$ cat src/rtl/calc_sequencer.sv
// Front end for the 8-bit register-file calculator: queues micro-instructions and
// sequences each one onto the calculator controls, then reports the written register.
module calc_sequencer #(
    parameter int DEPTH = 4
) (
    input  logic        Clk,
    input  logic        Rst,
    input  logic        in_valid,
    output logic        in_ready,
    input  logic [15:0] in_instr,
    input  logic [7:0]  in_data,
    output logic        calc_WEN,
    output logic [2:0]  calc_RW,
    output logic [2:0]  calc_RX,
    output logic [2:0]  calc_RY,
    output logic [7:0]  calc_DataIn,
    output logic        calc_Sel,
    output logic [3:0]  calc_Ctrl,
    input  logic [7:0]  calc_busY,
    input  logic        calc_Carry,
    output logic        res_valid,
    input  logic        res_ready,
    output logic [7:0]  res_data,
    output logic        res_carry,
    output logic [2:0]  res_reg,
    output logic        busy
);
    localparam int PTR_W = $clog2(DEPTH);
    localparam int CNT_W = $clog2(DEPTH + 1);
    localparam int ENT_W = 23;

    typedef enum logic [1:0] {IDLE, ISSUE, READ, REPORT} state_t;

    state_t           state, state_nxt;
    logic [ENT_W-1:0] fifo_mem [DEPTH];
    logic [PTR_W-1:0] wr_ptr, rd_ptr;
    logic [CNT_W-1:0] count;
    logic [ENT_W-1:0] ir;
    logic             push, pop, fifo_empty;

    logic [3:0] ir_ctrl;
    logic [2:0] ir_rw, ir_rx, ir_ry;
    logic       ir_sel, ir_wen;
    logic [7:0] ir_data;

    // Entry layout: instruction bits [15:1] above the 8-bit immediate; bit 0 is dropped.
    assign ir_ctrl = ir[22:19];
    assign ir_rw   = ir[18:16];
    assign ir_rx   = ir[15:13];
    assign ir_ry   = ir[12:10];
    assign ir_sel  = ir[9];
    assign ir_wen  = ir[8];
    assign ir_data = ir[7:0];

    assign fifo_empty = (count == '0);
    assign in_ready   = (count < CNT_W'(DEPTH));
    assign push       = in_valid && in_ready;
    assign pop        = (state == IDLE) && !fifo_empty;
    assign busy       = !fifo_empty || (state != IDLE);
    assign res_valid  = (state == REPORT);

    always_ff @(posedge Clk) begin
        if (push) begin
            fifo_mem[wr_ptr] <= {in_instr[15:1], in_data};
        end
    end

    always_ff @(posedge Clk) begin
        if (Rst) begin
            wr_ptr <= '0;
            rd_ptr <= '0;
            count  <= '0;
        end else begin
            if (push) begin
                wr_ptr <= wr_ptr + 1'b1;
            end
            if (pop) begin
                rd_ptr <= rd_ptr + 1'b1;
            end
            case ({push, pop})
                2'b10:   count <= count + 1'b1;
                2'b01:   count <= count - 1'b1;
                default: count <= count;
            endcase
        end
    end

    always_ff @(posedge Clk) begin
        if (Rst) begin
            state <= IDLE;
        end else begin
            state <= state_nxt;
        end
    end

    always_comb begin
        state_nxt = state;
        case (state)
            IDLE:    if (!fifo_empty) state_nxt = ISSUE;
            ISSUE:   state_nxt = READ;
            READ:    state_nxt = REPORT;
            REPORT:  if (res_ready) state_nxt = IDLE;
            default: state_nxt = IDLE;
        endcase
    end

    always_ff @(posedge Clk) begin
        if (Rst) begin
            ir <= '0;
        end else if (pop) begin
            ir <= fifo_mem[rd_ptr];
        end
    end

    // Carry is only meaningful for add/subtract; other ops report 0.
    always_ff @(posedge Clk) begin
        if (Rst) begin
            res_data  <= 8'h00;
            res_carry <= 1'b0;
            res_reg   <= 3'd0;
        end else begin
            if (state == ISSUE) begin
                res_carry <= (ir_ctrl[3:1] == 3'b000) ? calc_Carry : 1'b0;
            end
            if (state == READ) begin
                res_data <= calc_busY;
                res_reg  <= ir_rw;
            end
        end
    end

    // Calculator controls decode from registered state only; READ points busY at RW.
    always_comb begin
        calc_WEN    = 1'b0;
        calc_RW     = 3'd0;
        calc_RX     = 3'd0;
        calc_RY     = 3'd0;
        calc_DataIn = 8'h00;
        calc_Sel    = 1'b0;
        calc_Ctrl   = 4'd0;
        if (state == ISSUE || state == READ) begin
            calc_RW     = ir_rw;
            calc_RX     = ir_rx;
            calc_DataIn = ir_data;
            calc_Sel    = ir_sel;
            calc_Ctrl   = ir_ctrl;
            if (state == ISSUE) begin
                calc_WEN = ir_wen;
                calc_RY  = ir_ry;
            end else begin
                calc_RY  = ir_rw;
            end
        end
    end

endmodule

$ cat config.mk
export PLATFORM = sky130hd
export DESIGN_NAME = calc_sequencer
export DESIGN_NICKNAME = d
export VERILOG_FILES = /design/src/rtl/calc_sequencer.sv
export SDC_FILE = /design/constraint.sdc
export NUM_CORES = 1
export LEC_CHECK = 0
export CORE_MARGIN = 2
export CORE_UTILIZATION = 54
export CTS_CLUSTER_DIAMETER = 120
export DETAILED_ROUTE_END_ITERATION = 7
export PLACE_DENSITY_LB_ADDON = 0.25
export SETUP_SLACK_MARGIN = 0.5
export SYNTH_ARGS = -nofsm -noshare
export SYNTH_HDL_FRONTEND = slang
export SYNTH_SLANG_ARGS = --single-unit
export TNS_END_PERCENT = 20
$ cat constraint.sdc
create_clock -name Clk -period 2.7 [get_ports Clk]
set_input_delay 0.27 -clock Clk [delete_from_list [all_inputs] [get_ports Clk]]
set_output_delay 0.27 -clock Clk [all_outputs]
set_load 0.1 [all_outputs]
# Word-level counts from Yosys, hierarchy flattened
# Memory sizes are Yosys's and may differ from the RTL's. A register that Yosys moved wholly into a read port is not among the register bits.
# Index checks and enable logic that the tools add are counted.
# totals
mem_count	1
wordCells	47
in_bits	37
ram_bits	92
ff_bits	21
# mem_list
memory	depth	word_bits	read_ports	rd_ports_with_merged_regs	write_ports	line_no	rtl
fifo_mem	4	23	1	1	1	35	logic [ENT_W-1:0] fifo_mem [DEPTH];
# op_classes
eq_ne	7
n_mux	16
addsub	4
magnitude_cmp	1
reduce_logical	11
# op_table
operator	count
3-bit two-way mux	4
8-bit two-way mux	1
2-bit one-hot mux with 4 select lines	1
2-bit == test, second input constant	3
3-bit zero test	2
1-bit two-way mux	6
3-bit one-hot mux with 2 select lines	1
2-bit by 1-bit adder with 2-bit output, second input constant	2
2-bit by 1-bit == test with 1-bit output, second input constant	2
2-bit two-way mux	2
4-bit two-way mux	1
2-bit nonzero test	2
3-bit by 1-bit adder with 3-bit output, second input constant	1
3-bit less-than comparator, second input constant	1
3-bit by 1-bit subtractor with 3-bit output, second input constant	1
1-bit logical AND	2
2-bit zero test	1
1-bit logical OR	2
2-bit by 1-bit inequality test with 1-bit output, second input constant	1
2-bit inequality test, second input constant	1
2-bit AND reduction	1
1-bit zero test	1

# Logic depth before layout (Yosys ltp)
# Gate-level depths: netlist of run 1.
# logic_depth
word_depth	5
depth_mapped	9
depth_no_buf	9

# Worst setup path after synthesis of run 1
# No wires, ideal clock.
# synth_timing
path_type	register to output
from	reg state[0]
to	out calc_RY[1]
n_path_buf	1
arrival_time_ns	2.335
stages_incl_launch_ff	5
required_ns	2.430
slack_ns	0.095
cell_sequence	dfxtp_1 > inv_1 > ha_1 > clkbuf_1 > nor2b_1
# synth_via
elab_chain_len	3
word_cells_on_any_way	5
# synth_rtl
element	line_no	rtl
start, declared	34	state_t state, state_nxt;
start signal, assigned	92	state <= state_nxt;
2-bit by 1-bit == test with 1-bit output / 2-bit == test (equally long branches)	141, 147	
3-bit two-way mux / 1-bit logical OR (equally long branches)	147, 141	
3-bit two-way mux *	141	if (state == ISSUE || state == READ) begin
end, declared	15	output logic [2:0] calc_RY,
# Mark *: on every way between the ends. The rest lies on a longest branch, timed or not.

# Final worst setup path of run 1
# layout_timing
from	reg state[1]
to	out calc_RY[1]
# The elaborated chain is that of the path after synthesis.

==> results of run 1 <==
Yosys cell counts (all sizes together):
master	instances	share of area (%)
xor2	3	0.50
o31a	1	0.33
and3	1	0.12
xnor2	2	0.33
nor4b	2	0.33
nor2b	5	0.73
dfxtp	44	17
inv	10	0.71
o311ai	1	0.17
or3b	1	0.17
mux4	23	10
nor2	21	1.6
ha	10	2.4
clkbuf	7	0.50
or3	2	0.24
o21ai	3	0.28
a21oi	4	0.38
buf	10	2.0
mux2i	16	3.0
edfxtp	92	52
a22o	23	3.8
fa	1	0.38
and2	23	2.7
and2b	1	0.14
where the power goes:
group | internal [uW] | total [uW] | switching [uW]
clock | 1280 | 2150 | 867
combinational | 1210 | 3090 | 1880
sequential | 2670 | 2920 | 256
total | 5160 | 8160 | 3000
metrics by stage:
| stage | cells | setup slack [ps] | power, uW |
|---|---|---|---|
| 2_1_floorplan | 306 | 196.8 | 5047 |
| 3_3_place_gp | 505 | 478.3 | 5812 |
| 3_5_place_dp | 505 | 421.4 | 5876 |
| 4_1_cts | 540 | 438.4 | 8156 |
| 5_1_grt | 540 | 531.4 | 8514 |
| 6_report | 540 | 619.1 | 8158 |
layout by cell type, fill, tap and decap left out, types with 3 or more instances in the layout:
cell type and count:
a22o_1 23, buf_12 23, clkdlybuf4s50_1 35, clkbuf_16 17, edfxtp_1 92, a21oi_1 4, dfxtp_1 40, mux2i_1 15
mux4_2 18, and2_1 23, dfxtp_2 3, inv_1 8, mux4_1 5, xor2_1 3, buf_4 27, inv_4 4
nor2_1 20, ha_1 8
worst max-delay path, cell delays in order, from the launching register on:
cell     delay, ps
dfxtp_2        340
inv_2          100
ha_2           300
mux2i_2        330
nor2b_4         70
buf_12         170
final cells by class:
cell class	instances	area, sq um
Multi-Input combinational cell	143	1518
Fill cell	644	2684
Inverter	10	37.54
Sequential cell	136	3651
Tap cell	133	166.4
Clock inverter	13	115.1
Timing Repair Buffer	86	1025
Clock buffer	19	442.9
what timing repair did:
item,in CTS,in global routing
pin swaps,1,0
hold buffers,0,0
resized for setup,4,13
buffers inserted,3,0
endpoints found under the setup margin,24,25
worst min path at each step:
stage | endpoint | cells past startpoint | slack [ps]
finish | res_data[3]$_SDFFE_PP0P_ | 3 | 370
floorplan | state[1]$_SDFFE_PP0P_ | 1 | 340
detailed placement | ir[0]$_SDFFE_PP0P_ | 1 | 460
global placement | ir[3]$_SDFFE_PP0P_ | 1 | 450
global route | res_data[3]$_SDFFE_PP0P_ | 3 | 370
CTS | res_data[3]$_SDFFE_PP0P_ | 3 | 360
logic make-up (layout without fill, tap and decap cells):
logic type,Yosys count,count (layout)
compound gates,32,32
xor+xnor,5,5
fa+ha+maj,11,11
buf+inv,27,128
flops,136,136
mux,39,39
simple gates,56,56
metal layers:
layer  wire length [um]  track usage, %
met1               4314           26.44
met2               5159           33.87
met3                645           6.508
met4                136           8.097
met5                  0               0
==> flow_summary.json, run 1 <==
{
  "drv_cap": 0,
  "final_max_slew_viol_count": 0,
  "ys_types": 31,
  "via_per_inst": 5.369,
  "drcViolationCount": 0,
  "cts_buffers": 17,
  "grt_use_total_pct": 20.84,
  "drive_gt1_share_pct": 28.99,
  "reg_top3": "fifo_mem x92, ir x23, res_data x8",
  "relSlewSlack_pct": 53.06,
  "fin_area_sq_mm": 0.006955,
  "drtPass1Iterations": 4,
  "seq_area_frac_synth_pct": 68.99,
  "grt_pass1_vias": 2936,
  "r2r-start": "count[2]$_SDFFE_PP0P_",
  "hp-start": "calc_busY[3]",
  "diodes": 0,
  "critPathRequiredTime_ps": 2430,
  "synth-seq-cells": 136,
  "path_clk_slew_ps": 60,
  "areaGrowthSynthToFinish_pct": 31.70,
  "gr-total-overflow": 0,
  "crit_end": "calc_RY[1]",
  "rsz0062_at_grt": "false",
  "p_per_area_mw_per_mm2": 1173,
  "dieArea_sq_mm": 0.01059,
  "drtIter0Drc": 141,
  "placed_area_sq_mm": 0.006320,
  "synthesis.area_sq_mm": 0.005281,
  "fin_crit_ps": 2081,
  "yosys.area_share.simple_pct": 6.089,
  "synth_compound_area_share_pct": 4.975,
  "row_count": 36,
  "grt_start_max_net_pins": 25,
  "arrival_ps": 1810,
  "cts_tree": "yes",
  "clock_latency_ps": 510,
  "fp.dieH_um": 102.9,
  "start_util_pct": 54.79,
  "final_nets": 442,
  "critPathMaxFanout": 5,
  "hold_ws_ps": 373.1,
  "clock_skew_ps": 11.59,
  "htreeDepth": 4,
  "antenna_found_initial": 0,
  "crit_start": "state[1]$_SDFFE_PP0P_",
  "cp-start-kind": "flip-flop",
  "core_sq_mm": 0.009639,
  "finalSetupTns_ps": 0,
  "hpwl_mm": 5.855,
  "synthAdderAreaFrac_pct": 2.748,
  "largest-register": "fifo_mem",
  "critPathKind": "reg2out",
  "routed_wl_mm": 10.26,
  "synthXorXnorAreaFrac_pct": 0.8292,
  "drtAntennaViolNets": 0,
  "reg2reg_depth": 8,
  "gp_congestion": 0.6938,
  "io_pins": 75,
  "largest_reg_flops": 92,
  "port_buffers": 73,
  "end_kind": "output port",
  "setup_viol": 0,
  "status": "finished, final reports clean",
  "fmax_mhz": 480.6,
  "clock_path_buffers": 2,
  "r2r_setup_slack_ps": 660,
  "synth_top_family_by_area": "multiplexers",
  "routedWlPerCell_um": 18.99,
  "finalCritPeriodShare_pct": 77.07,
  "root_buffer": "clkbuf_8",
  "cts.sinks": 136,
  "hold_path_class": "in2reg",
  "synthMuxAreaShare_pct": 13.20,
  "hold_viol_final": 0,
  "tightest_slew_ps": 702.5,
  "synthCells": 306,
  "final_util_pct": 72.16,
  "syn_area_per_cell_sq_um": 17.26,
  "die_w_um": 102.9,
  "grt_pass1_wl_mm": 15.70,
  "yosys_warnings": 0,
  "p_leak_uw": 0.002495,
  "ir_drop_mv": 0.6564,
  "vias": 2899,
  "rr_endpoint": "count[2]$_SDFFE_PP0P_",
  "synth_nets": 354
}
(Power assumes the default switching activity.)
==> run 2: changes to the inputs <==
- CORE_UTILIZATION: 54 -> 49
- clock period: 2.7 -> 1.7 ns (I/O delays scaled with it)
==> flow_summary.json, run 2 (synthesis results as in run 1) <==
{
  "hp-start": "calc_busY[2]",
  "row_count": 37,
  "tightest_slew_ps": 638.2,
  "rsz0062_at_grt": "true",
  "fp.dieH_um": 107.8,
  "r2r_setup_slack_ps": -180,
  "placed_area_sq_mm": 0.006695,
  "clock_latency_ps": 510,
  "drtIter0Drc": 205,
  "drtAntennaViolNets": 0,
  "largest-register": "fifo_mem",
  "drcViolationCount": 0,
  "p_per_area_mw_per_mm2": 1928,
  "r2r-start": "state[0]$_SDFFE_PP0P_",
  "worstHoldEndpoint": "res_data[2]$_SDFFE_PP0P_",
  "critPathMaxFanout": 4,
  "final_common_cell": "edfxtp_1",
  "routed_wl_mm": 11.86,
  "largest_reg_flops": 92,
  "final_nets": 476,
  "stdcell_count": 577,
  "routedWlPerCell_um": 20.55,
  "hold_path_class": "in2reg",
  "start_util_pct": 50.70,
  "drtPass1Iterations": 5,
  "critPathKind": "reg2out",
  "dp_cells": 523,
  "areaGrowthSynthToFinish_pct": 49.66,
  "reg2reg_depth": 9,
  "via_per_inst": 5.397,
  "setup_viol": 26,
  "multi_input_area_sq_mm": 0.001729,
  "clock_skew_ps": 10.29,
  "setup_slack_ps": -266.4,
  "die_w_um": 107.8,
  "arrival_ps": 1800,
  "min_path_cells": 3,
  "reg_top3": "fifo_mem x92, ir x23, res_data x8",
  "final_cell_mix": "92 x edfxtp_1, 49 x buf_12, 35 x clkdlybuf4s50_1",
  "seq_area_sq_mm": 0.003682,
  "cts_buffers": 17,
  "fillCellCount": 582,
  "path_clk_slew_ps": 70,
  "gr-total-overflow": 0,
  "drive_gt1_share_pct": 46.49,
  "critPathRequiredTime_ps": 1530,
  "drv_cap": 0,
  "root_buffer": "clkbuf_8",
  "clock_path_buffers": 2,
  "antenna_found_initial": 0,
  "cts_tree": "yes",
  "relSlewSlack_pct": 56.85,
  "status": "finished with violations",
  "ir_drop_mv": 1.255,
  "dieArea_sq_mm": 0.01163,
  "htreeDepth": 4,
  "p_leak_uw": 0.002813,
  "core_sq_mm": 0.01042,
  "grt_pass1_wl_mm": 17.97,
  "grt_use_total_pct": 21.18,
  "grt_pass1_vias": 3254,
  "hold_viol_final": 0,
  "fin_area_sq_mm": 0.007904,
  "rr_endpoint": "count[2]$_SDFFE_PP0P_",
  "port_buffers": 73,
  "cp-start-kind": "flip-flop",
  "fmax_mhz": 508.5,
  "grt_start_max_net_pins": 25,
  "fin_crit_ps": 1966,
  "violations": "setup timing",
  "hpwl_mm": 6.370,
  "vias": 3114,
  "finalCritPeriodShare_pct": 115.7,
  "io_pins": 75,
  "cts.sinks": 136,
  "gp_congestion": 0.7064,
  "diodes": 0,
  "final_max_slew_viol_count": 0,
  "end_kind": "output port"
}
-- run 2: cell types whose count changed in the layout (fill, tap and decap cells not counted), moves of 6 or more --
| cell | change |
|---|---|
| mux2i_1 | -6 |
| buf_6 | +16 |
| dfxtp_1 | -13 |
| buf_4 | -15 |
| buf_12 | +26 |
| dfxtp_2 | +7 |
| dfxtp_4 | +6 |
| and2_4 | +23 |
| and2_1 | -23 |
-- run 2: how the worst max path moves through the flow --
stage                           from               endpoint  cells after the start
3_3_place_gp                in_valid  count[2]$_SDFFE_PP0P_                      9
2_1_floorplan  count[2]$_SDFFE_PP0P_  count[2]$_SDFFE_PP0P_                      9
5_1_grt        state[0]$_SDFFE_PP0P_             calc_RY[0]                      6
4_1_cts        state[1]$_SDFFE_PP0P_           calc_Ctrl[0]                      6
3_5_place_dp                in_valid  count[2]$_SDFFE_PP0P_                      9
6_report       state[0]$_SDFFE_PP0P_             calc_RY[0]                      6
-- run 2: critical path, stage by stage (launching register included) --
cell     delay [ps]
dfxtp_2         350
inv_2            60
ha_4            290
buf_12          130
buf_6           100
nor2b_4         170
buf_12          190
-- run 2: stage by stage --
step / setup TNS (ps) / power, uW / hold WS, ps / setup slack [ps] / util (%)
2_1_floorplan: -124.3 / 8472 / 231.7 / -124.3 / -
5_1_grt: -6795 / 15800 / 295.7 / -313.5 / 75.88
3_5_place_dp: -393.1 / 10240 / 469.9 / -280.2 / 64.28
6_report: -5332 / 15240 / 276.3 / -266.4 / 75.88
3_3_place_gp: -287.0 / 10080 / 463.6 / -216.5 / 64.28
4_1_cts: -5148 / 14780 / 274.8 / -224.5 / 74.47
-- run 2: power breakdown --
| group | internal [uW] | switching (uW) | leakage (uW) |
|---|---|---|---|
| clock network | 1940 | 1410 | 0.000246 |
| registers | 4250 | 427 | 0.00121 |
| logic | 3550 | 3660 | 0.00135 |
| total | 9750 | 5490 | 0.00281 |
-- run 2: repair_timing --
action,in CTS,in global routing
setup endpoints to repair,172,172
cloned,3,1
pin swaps,22,30
resized for setup,91,23
buffers inserted,14,4
hold buffers,0,0
-- run 2: per-layer routing --
| metal | track usage [%] | wire length, um | vias up |
|---|---|---|---|
| met2 | 36.30 | 6308 | 107 |
| li1 | - | - | 1415 |
| met5 | 0 | 0 | - |
| met3 | 5.145 | 668 | 15 |
| met1 | 26.17 | 4638 | 1577 |
| met4 | 7.601 | 240 | 0 |
-- run 2: layout make-up --
class | instances | share of cell area, %
multi-input cells | 144 | 21.88
repair buffers | 119 | 21.96
clock buffers | 18 | 5.287
flip-flops and latches | 136 | 46.59
inverters | 10 | 0.5382
well taps | 136 | 2.153
clock inverters | 14 | 1.599
==> run 3: changes to the inputs <==
- SKIP_LAST_GASP: unset -> 1
==> flow_summary.json, run 3 (synthesis results as in run 1) <==
{
  "status": "finished with violations",
  "violations": "setup timing",
  "finalSetupTns_ps": -5052,
  "hold_path_class": "in2reg",
  "reg2reg_depth": 9,
  "critPathKind": "reg2out",
  "final_common_cell": "edfxtp_1",
  "start_util_pct": 50.70,
  "largest-register": "fifo_mem",
  "hold_ws_ps": 290.7,
  "place_ws_ps": -280.2,
  "fmax_mhz": 516.2,
  "ir_drop_mv": 1.183,
  "areaGrowthSynthToFinish_pct": 43.80,
  "largest_reg_flops": 92,
  "rr_endpoint": "count[2]$_SDFFE_PP0P_",
  "gr-total-overflow": 0,
  "root_buffer": "clkbuf_8",
  "cp-start-kind": "flip-flop",
  "critPathMaxFanout": 4,
  "final_nets": 475,
  "cts_buffers": 17,
  "drcViolationCount": 0,
  "htreeDepth": 4,
  "arrival_ps": 1770,
  "diodes": 0,
  "rsz0062_at_grt": "true",
  "hold_viol_final": 0,
  "relSlewSlack_pct": 62.06,
  "path_clk_slew_ps": 70,
  "reg_top3": "fifo_mem x92, ir x23, res_data x8",
  "clock_path_buffers": 2,
  "power_uw": 14670,
  "crit_end": "calc_Ctrl[1]",
  "hpwl_mm": 6.370,
  "end_kind": "output port",
  "grt_start_max_net_pins": 25,
  "critPathRequiredTime_ps": 1530,
  "final_max_slew_viol_count": 0,
  "p_leak_uw": 0.002740,
  "drtPass1Iterations": 4,
  "clock_latency_ps": 510,
  "drtIter0Drc": 208,
  "routed_wl_mm": 11.29,
  "grt_pass1_wl_mm": 17.42,
  "port_buffers": 73,
  "setup_viol": 25,
  "cts_tree": "yes",
  "ctsHoldBuffers": 0,
  "clock_skew_ps": 11.11,
  "routedWlPerCell_um": 19.61,
  "drive_gt1_share_pct": 40.91,
  "drtAntennaViolNets": 0,
  "antenna_found_initial": 0,
  "drv_cap": 0,
  "gp_congestion": 0.7064,
  "dieArea_sq_mm": 0.01163,
  "r2r-start": "state[1]$_SDFFE_PP0P_",
  "cts.sinks": 136,
  "core_sq_mm": 0.01042,
  "tightest_slew_ps": 561.9,
  "via_per_inst": 5.406,
  "fp.dieH_um": 107.8,
  "final_cell_mix": "92 x edfxtp_1, 39 x dfxtp_1, 36 x buf_12",
  "row_count": 37,
  "crit_start": "state[1]$_SDFFE_PP0P_",
  "min_path_cells": 3,
  "vias": 3114,
  "finalCritPeriodShare_pct": 113.9,
  "fillCellCount": 636,
  "die_w_um": 107.8,
  "p_per_area_mw_per_mm2": 1931,
  "grt_use_total_pct": 20.60,
  "r2r_setup_slack_ps": -160,
  "setup_slack_ps": -237.1,
  "io_pins": 75,
  "grt_pass1_vias": 3194,
  "fin_crit_ps": 1937
}
## run 3: cell types whose count changed in the layout (fill, tap and decap cells not counted), moves of 3 or more
cell | previous run | this run
and2_1 | 0 | 3
and2_4 | 23 | 19
buf_4 | 12 | 32
dfxtp_4 | 7 | 2
mux2i_1 | 9 | 13
buf_6 | 17 | 11
dfxtp_2 | 10 | 3
buf_12 | 49 | 36
dfxtp_1 | 27 | 39
## run 3: how the worst min path moves through the flow
stage                       startpoint                        to  slack, ps
finish                    calc_busY[2]  res_data[2]$_SDFFE_PP0P_        290
global route              calc_busY[6]  res_data[6]$_SDFFE_PP0P_        290
CTS                       calc_busY[2]  res_data[2]$_SDFFE_PP0P_        280
detailed placement  ir[5]$_SDFFE_PP0P_        ir[5]$_SDFFE_PP0P_        470
global placement    ir[2]$_SDFFE_PP0P_        ir[2]$_SDFFE_PP0P_        460
floorplan                          Rst     state[1]$_SDFFE_PP0P_        230
## run 3: power by group
| group | internal (uW) | switching [uW] |
|---|---|---|
| clock | 1940 | 1400 |
| combinational | 3190 | 3530 |
| sequential | 4240 | 367 |
## run 3: routing by layer
metal	part of all wire [%]	wire (um)	global-route usage [%]	vias to the layer above
li1	-	-	-	1415
met1	41	4661	25.92	1554
met4	2.1	238	7.875	0
met5	0	0	0	-
met2	50	5694	34.82	123
met3	6.2	699	4.661	22
## run 3: stage by stage
step | cell area (sq um) | utilization [%] | std cells
after CTS | 7527 | 72.26 | 572
final | 7595 | 72.91 | 576
after detailed placement | 6695 | 64.28 | 523
after global placement | 6695 | 64.28 | 523
after global routing | 7595 | 72.91 | 576
after floorplan | 5458 | - | 306
## run 3: critical path, stage by stage (launching register included)
cell and delay (ps):
dfxtp_2 340, inv_2 60, ha_4 290, buf_12 120, buf_6 100, and2_4 160
buf_12 170
## run 3: cell type report
class / instances / area (sq um) / area share (%)
Timing Repair Buffer: 118 / 1525 / 20.08
Multi-Input combinational cell: 144 / 1660 / 21.86
Inverter: 10 / 40.04 / 0.5272
Clock inverter: 14 / 126.4 / 1.664
Sequential cell: 136 / 3655 / 48.12
Clock buffer: 18 / 417.9 / 5.502
Tap cell: 136 / 170.2 / 2.241
## run 3: what timing repair did
action,in CTS,in global routing
gates resized for setup,25,5
buffers inserted,14,4
pin swaps,3,3
endpoints found under the setup margin,172,172
cloned,3,0
